File: src/rtl/sc_ctrl_pkg.sv
// Shared encodings for the sc_controller sequencer: state codes, opcodes and strobe bundle.
// Reused by the datapath and testbench.
package sc_ctrl_pkg;

  typedef enum logic [2:0] {
    S_RST   = 3'd0,
    S_FETCH = 3'd1,
    S_DEC   = 3'd2,
    S_LDA   = 3'd3,
    S_STA   = 3'd4,
    S_ADD   = 3'd5,
    S_JMP   = 3'd6,
    S_HALT  = 3'd7
  } sc_state_e;

  localparam logic [1:0] OP_LDA = 2'b00;
  localparam logic [1:0] OP_STA = 2'b01;
  localparam logic [1:0] OP_ADD = 2'b10;
  localparam logic [1:0] OP_JMP = 2'b11;

  typedef struct packed {
    logic pass;
    logic add;
    logic ld_ac;
    logic ld_ir;
    logic inc_pc;
    logic ld_pc;
    logic ir_on_adr;
    logic pc_on_adr;
    logic alu_on_bus;
    logic rd_mem;
    logic wr_mem;
  } sc_strobe_t;

  // Moore decode: the strobe set is a pure function of the state.
  function automatic sc_strobe_t sc_decode(input sc_state_e st);
    sc_strobe_t s;
    s = '0;
    case (st)
      S_FETCH: begin
        s.pc_on_adr = 1'b1;
        s.rd_mem    = 1'b1;
        s.ld_ir     = 1'b1;
        s.inc_pc    = 1'b1;
      end
      S_LDA: begin
        s.ir_on_adr = 1'b1;
        s.rd_mem    = 1'b1;
        s.ld_ac     = 1'b1;
      end
      S_STA: begin
        s.ir_on_adr = 1'b1;
        s.pass      = 1'b1;
        s.wr_mem    = 1'b1;
      end
      S_ADD: begin
        s.add        = 1'b1;
        s.alu_on_bus = 1'b1;
        s.ld_ac      = 1'b1;
      end
      S_JMP:   s.ld_pc = 1'b1;
      default: s = '0;
    endcase
    return s;
  endfunction

  function automatic logic sc_is_mem(input sc_state_e st);
    return (st == S_FETCH) || (st == S_LDA) || (st == S_STA);
  endfunction

endpackage

File: src/rtl/sc_wait_timer.sv
// Down-counting wait-state timer: reload on load, count down on dec, expired at zero.
module sc_wait_timer #(
  parameter int WAIT_MAX = 15
) (
  input  logic clk,
  input  logic rst,
  input  logic load,
  input  logic dec,
  output logic expired
);

  localparam int W = (WAIT_MAX > 1) ? $clog2(WAIT_MAX) : 1;
  // Reloading with WAIT_MAX-1 makes the counter hit zero in the WAIT_MAX-th cycle of a state.
  localparam logic [W-1:0] RELOAD = W'(WAIT_MAX - 1);

  logic [W-1:0] cnt_q, cnt_d;

  always_comb begin
    cnt_d = cnt_q;
    if (load)
      cnt_d = RELOAD;
    else if (dec && (cnt_q != '0))
      cnt_d = cnt_q - 1'b1;
  end

  always_ff @(posedge clk or posedge rst) begin
    if (rst) cnt_q <= RELOAD;
    else     cnt_q <= cnt_d;
  end

  assign expired = (cnt_q == '0);

endmodule

File: src/rtl/sc_controller.sv
// Multi-cycle sequencer for the 8-bit accumulator / 6-bit address datapath.
// Optional memory wait states and timeout enabled by defining SC_MEM_WAIT_EN.
module sc_controller
  import sc_ctrl_pkg::*;
#(
  parameter int CNT_W    = 16,
  parameter int WAIT_MAX = 15
) (
  input  logic             clk,
  input  logic             rst,
  input  logic [1:0]       opcode,
  input  logic             mem_ready,
  output logic             pass,
  output logic             add,
  output logic             ldAc,
  output logic             ldIr,
  output logic             incPc,
  output logic             ldPc,
  output logic             irOnAdr,
  output logic             pcOnAdr,
  output logic             aluOnBus,
  output logic             rdMem,
  output logic             wrMem,
  output logic [CNT_W-1:0] instr_cnt,
  output logic             err
);

  sc_state_e        state_q, state_d;
  logic [CNT_W-1:0] cnt_q, cnt_d;
  logic             err_q, err_d;
  logic             hold;
  logic             gate;
  logic             tmr_expired;
  sc_strobe_t       stb;

`ifdef SC_MEM_WAIT_EN
  // A memory state stalls until mem_ready; loads that commit data are held off until then.
  assign hold = sc_is_mem(state_q) && !mem_ready;
  assign gate = !sc_is_mem(state_q) || mem_ready;

  sc_wait_timer #(
    .WAIT_MAX(WAIT_MAX)
  ) u_wait_timer (
    .clk    (clk),
    .rst    (rst),
    .load   (!hold),
    .dec    (hold),
    .expired(tmr_expired)
  );
`else
  logic unused_mem_ready;
  localparam int unused_wait_max = WAIT_MAX;
  assign unused_mem_ready = mem_ready;
  assign hold        = 1'b0;
  assign gate        = 1'b1;
  assign tmr_expired = 1'b0;
`endif

  always_comb begin
    state_d = state_q;
    cnt_d   = cnt_q;
    err_d   = err_q;
    case (state_q)
      S_RST:   state_d = S_FETCH;
      S_FETCH: state_d = S_DEC;
      S_DEC: begin
        case (opcode)
          OP_LDA:  state_d = S_LDA;
          OP_STA:  state_d = S_STA;
          OP_ADD:  state_d = S_ADD;
          default: state_d = S_JMP;
        endcase
      end
      S_LDA, S_STA, S_ADD, S_JMP: begin
        state_d = S_FETCH;
        cnt_d   = cnt_q + 1'b1;
      end
      S_HALT:  state_d = S_HALT;
      default: state_d = S_RST;
    endcase
    // A stalled memory state neither advances nor retires; timeout parks in S_HALT.
    if (hold) begin
      state_d = state_q;
      cnt_d   = cnt_q;
      if (tmr_expired) begin
        state_d = S_HALT;
        err_d   = 1'b1;
      end
    end
  end

  always_ff @(posedge clk or posedge rst) begin
    if (rst) begin
      state_q <= S_RST;
      cnt_q   <= '0;
      err_q   <= 1'b0;
    end else begin
      state_q <= state_d;
      cnt_q   <= cnt_d;
      err_q   <= err_d;
    end
  end

  always_comb begin
    stb        = sc_decode(state_q);
    stb.ld_ir  = stb.ld_ir  & gate;
    stb.ld_ac  = stb.ld_ac  & gate;
    stb.inc_pc = stb.inc_pc & gate;
  end

  assign pass      = stb.pass;
  assign add       = stb.add;
  assign ldAc      = stb.ld_ac;
  assign ldIr      = stb.ld_ir;
  assign incPc     = stb.inc_pc;
  assign ldPc      = stb.ld_pc;
  assign irOnAdr   = stb.ir_on_adr;
  assign pcOnAdr   = stb.pc_on_adr;
  assign aluOnBus  = stb.alu_on_bus;
  assign rdMem     = stb.rd_mem;
  assign wrMem     = stb.wr_mem;
  assign instr_cnt = cnt_q;
  assign err       = err_q;

endmodule
File: config.mk
export PLATFORM = sky130hd
export DESIGN_NAME = sc_controller
export DESIGN_NICKNAME = d
export VERILOG_FILES = /design/src/rtl/sc_ctrl_pkg.sv /design/src/rtl/sc_wait_timer.sv /design/src/rtl/sc_controller.sv
export SDC_FILE = /design/constraint.sdc
export NUM_CORES = 1
export LEC_CHECK = 0
export CORE_MARGIN = 10
export CORE_UTILIZATION = 46
export DETAILED_ROUTE_END_ITERATION = 10
export PLACE_DENSITY = 0.79
export SETUP_SLACK_MARGIN = 0.4
export SLEW_MARGIN = 20
export SYNTH_ARGS = -nofsm -noshare
export SYNTH_HDL_FRONTEND = slang
export SYNTH_SLANG_ARGS = --single-unit
export TNS_END_PERCENT = 1
File: constraint.sdc
create_clock -name clk -period 1.7 [get_ports clk]
set_input_delay 0.34 -clock clk [delete_from_list [all_inputs] [get_ports clk]]
set_output_delay 0.34 -clock clk [all_outputs]
set_load 0.005 [all_outputs]
After elaboration in Yosys (flattened, before gate mapping)
Cells that the tools add are included.
{ "totals": {"ff_bits": 19, "in_bits": 5, "out_inout_bits": 28, "elab_cells": 29} }
{ "op_classes": {"addsub": 1, "n_eq_ne": 9, "n_mux": 10, "n_reduce_logical": 7} }
{ "op_table": {"columns": ["cell", "count"], "rows": [
  ["$add 16x1->16 const B", 1],
  ["$eq 3x3->1 const B", 4],
  ["$pmux 3 s4", 1],
  ["$pmux 3 s3", 1],
  ["$mux 1", 7],
  ["$eq 3x2->1 const B", 2],
  ["$reduce_or 2->1", 3],
  ["$reduce_or 5->1", 1],
  ["$reduce_or 4->1", 1],
  ["$eq 3x1->1 const B", 1],
  ["$logic_not 3->1", 1],
  ["$eq 2x1->1 const B", 1],
  ["$eq 2x2->1 const B", 1],
  ["$logic_not 2->1", 1],
  ["$mux 2", 1]
]} }

Depth between registers and ports, before layout
Gate-level depths: netlist of run 1.
{ "logic_depth": {"ltp_word": 3, "depth_mapped": 6, "depth_no_buf": 5} }

Worst setup path before layout of run 1
No wires, ideal clock.
{ "synth_path": {"path_type": "flip-flop to output port", "from": "register state_q[1]", "to": "output irOnAdr", "arrival_ns": 1.017, "t_required_ns": 1.360, "path_slack_ns": 0.343, "path_stages_with_launch": 4, "path_buffers": 1, "path_cell_list": "dfrtp_1 > buf_2 > nor3b_1 > or2_2"} }
{ "synth_between": {"elab_chain_len": 3, "word_cells_on_any_way": 4, "classes_between": "eq/ne: 2; mux: 1; reduce/logical: 1"} }
{ "synth_rtl": {"columns": ["element", "line_no", "text"], "rows": [
  ["start, declared", "sc_controller.sv:28", "sc_state_e state_q, state_d;"],
  ["start signal, assigned", "sc_controller.sv:98", "state_q <= state_d;"],
  ["$eq 3x3->1 or $eq 3x2->1 (tied branches)", "sc_ctrl_pkg.sv:39", "case (st)"],
  ["$reduce_or 2->1 (no source line) *", null, null],
  ["$mux 1 *", "sc_ctrl_pkg.sv:39", null],
  ["end, declared", "sc_controller.sv:19", "output logic irOnAdr,"]
]} }
Mark *: on every way between the ends. The rest lies on a longest branch, timed or not.

Worst setup path after layout of run 1
Ends and elaborated chain as after synthesis.

==> impl_results.md, run 1 <==
- RSZ-0062 raised after global routing: yes
- Clk_skew: around 9.5 ps
- Core area: 2230 um2
- ANT nets after route: 0
- Final core occ: 74.4%
- Worst-path fanout max: 4
- Final Instance Count excl. Fillers: ~180
- Initial drt markers: 7
- Syn avg cell area: 10.4 um2
- Row cnt: 17
- CP bufs+invs: 2
- DRC violations left: 0
- Crit path cell chain: buf_6 > and3b_1 > or2_4 > buf_6
- CTS sink count: 19
- Filler instances: 156
- Most used DFF post-synth: dfrtp_1
- Die ar.: 4740 um2
- Clock Latency Late Sink: 300 ps
- Die Ht: 68.8 um
- Vias in the first global route: 929
- Post-synth ARST share: 100%
- TritonRoute pass-1 iters: 4
- Clock-pin slew on the worst setup and hold paths: 110 ps
- Post-synthesis register bit count: 19
- Hpwl dp: 1780 um
- Setup Crit Path Kind: flip-flop to output port
- Placed cells: 166
- Met1 wire length: 1160 um
- Crit path DAT: 1410 ps
- Global-route wire length before repair: 4490 um
- Register area: 480 um2
- Number of synthesized flops with an enable pin: 0
- GP Congestion: 0.774
- WP data required: 1360 ps
- Area Overhead vs Synth: 51.6%
- Area leader, netlist: dfrtp_1
- Tcrit/Tclk final: 103%
- Pin count of the biggest net entering global routing: 20
- CP delay by family, top: flip-flops
- # diodes: 0
- Top sig layer: met4
- Vias: 915
- GR Overflow Total: 0
- Count of cell types in the netlist: 35
- Num CTS Buffers: 3
- Yosys top cell area share: between 40% and 50%
- CP max stage delay: ~450 ps
- Most numerous cell on the critical path: buf_6
- Die width: 68.8 um
- GRT Overall Usage: between 10% and 20%
- IO Pins: 33
- Failing checks: setup timing
- Power Density: between 1000 and 1500 nW/um2
- Fin crit period: roughly 1800 ps
- Worst min path class: input port to async pin
- Worst setup EP type: output port
- Fin. Hold Viols: 0
- Final setup margin: -51.2 ps
- Achievable Freq: 0.571 GHz
- Number of H-tree branching levels: 1
- Number of antenna violations at the first check in global routing: 0
- Final Setup Violations: 4
- Starting Density: slightly below 50%
- Post-synth net total: 114
- Status: finished, violations left
- Slowest CP cell: dfrtp_2
- Yosys warning count: 0
- CTS root buf: clkbuf_4
- Max Root-Sink Buffers: 2
- Area of the multi-input gates: 633 um2
- Total power: 2.45 mW
- Setup crit start kind: flip-flop
- Gate Count Post-Synth: 105
- Setup TNS: -132 ps
- Leak pwr: 0.838 nW
- Seq/Total Area, Yosys: 43.4%
- Nets: 164
- Slew Viols, Final: 0
- Drt wl/cell: 15.5 um
- Maxcap violations: 0
- Vias per cell: 5.03
- Mapped Area: 1100 um2
- Final wirelength: approximately 2800 um
- CTS tree: yes
- Port-buffer cells: 30
- Met3 WL post-DR: around 180 um
- Wire length on met2: 1460 um
- Layout cells sized above 1: 46.8%
- Worst VDD drop: between 0.001 and 0.0015 V
- Post-cts hold buffer count: 0
- Top post-synthesis cells by area: dfrtp_1, xnor2_1, xor2_1, ha_1, buf_4
placed cells by master (no fill, tap or decap), types with 2 or more instances in the layout:
cell type,n
or2_4,2
nor3_2,2
buf_2,8
nor2_2,2
nand2b_4,2
nor2_1,2
and3_1,3
xor2_1,7
and3b_1,2
o21ai_0,2
and2_1,2
nand4_1,3
xnor2_2,2
nand2_2,2
inv_1,3
ha_1,4
clkdlybuf4s50_1,3
nand2_1,7
buf_6,7
dfrtp_2,4
nand3_1,3
dfrtp_1,15
clkdlybuf4s15_1,10
buf_4,21
xnor2_1,7
clkdlybuf4s15_2,5
nor3_1,2
clkbuf_4,3
power by group:
part	internal [mW]	switching, mW	leakage [nW]
clock network	0.0913	0.134	0.0150
logic	0.880	0.646	0.577
registers	0.565	0.135	0.246
total	1.54	0.916	0.838
tightest hold or removal path: stages:
cell and delay, ps:
clkdlybuf4s50_1 400, inv_1 60, buf_4 260
cell families (layout without fill, tap and decap cells):
logic type      Yosys count  after routing  synth area share [%]
compound gates            6              6                  6.39
fa+ha+maj                 4              4                  4.57
xor+xnor                 16             16                  12.8
flops                    19             19                  43.4
buf+inv                  14             63                  7.53
simple gates             45             45                  25.0
other cells               1              1                 0.342
state kept, by name, indices dropped and copies added (netlist names):
register	count
instr_cnt	16
state_q	3
cells in the mapped netlist, types with 2 or more instances:
master / instances
nand4_1: 3
dfrtp_1: 19
nand3_1: 4
nor3b_1: 2
and3b_1: 2
xor2_1: 7
and2_1: 3
nand2_1: 9
and3_1: 3
nand2b_1: 2
buf_2: 3
buf_4: 5
ha_1: 4
nor3_1: 3
inv_1: 4
xnor2_1: 9
nor2_1: 4
o21ai_0: 2
per-layer routing:
layer  GRT usage, %  vias to the layer above
met5              0                        -
met1           14.4                      444
li1               -                      447
met3           5.15                        2
met4           2.22                        0
met2           20.6                       22
metrics by stage:
stage	instance area, um2	worst slack [ps]	hold slack (ps)
global placement	1470	15.1	454
finish	1660	-51.2	369
global route	1660	-109	395
floorplan	1100	352	291
detailed placement	1470	-1.69	457
CTS	1610	-16.0	387
final timing paths:
check	startpoint	to	slack, ps	cells after the start
min in group clk	instr_cnt[15]$_DFFE_PP0P_	instr_cnt[15]$_DFFE_PP0P_	470	1
min reg2reg	instr_cnt[15]$_DFFE_PP0P_	instr_cnt[15]$_DFFE_PP0P_	470	1
min	rst	instr_cnt[3]$_DFFE_PP0P_	370	3
max	state_q[1]$_DFF_PP0_	irOnAdr	-50	4
max in group asynchronous	rst	state_q[2]$_DFF_PP0_	1100	3
max reg2reg	state_q[2]$_DFF_PP0_	instr_cnt[14]$_DFFE_PP0P_	30	6
final cells by class:
class / instances / share of cell area [%]
multi-input cells: 72 / 38.1
flip-flops and latches: 19 / 28.9
repair buffers: 55 / 28.4
well taps: 28 / 2.11
clock buffers: 4 / 1.58
inverters: 4 / 0.904
timing repair:
| item | in CTS | in global routing |
|---|---|---|
| buffers inserted | 12 | 0 |
| gates resized for setup | 93 | 18 |
| endpoints found under the hold margin | 0 | 0 |
| endpoints found under the setup margin | 42 | 40 |
| pin swaps | 29 | 13 |
Note: power is estimated with default switching activity, not from simulation.
==> inputs of run 2 (changes only) <==
--- a/config.mk
+++ b/config.mk
@@ -5,6 +5,7 @@
 export SDC_FILE = /design/constraint.sdc
 export NUM_CORES = 1
 export LEC_CHECK = 0
+export CAP_MARGIN = 20
 export CORE_MARGIN = 10
 export CORE_UTILIZATION = 46
 export DETAILED_ROUTE_END_ITERATION = 10
==> results of run 2 <==
Final layout, timing and power as in run 1 (identical DEF).
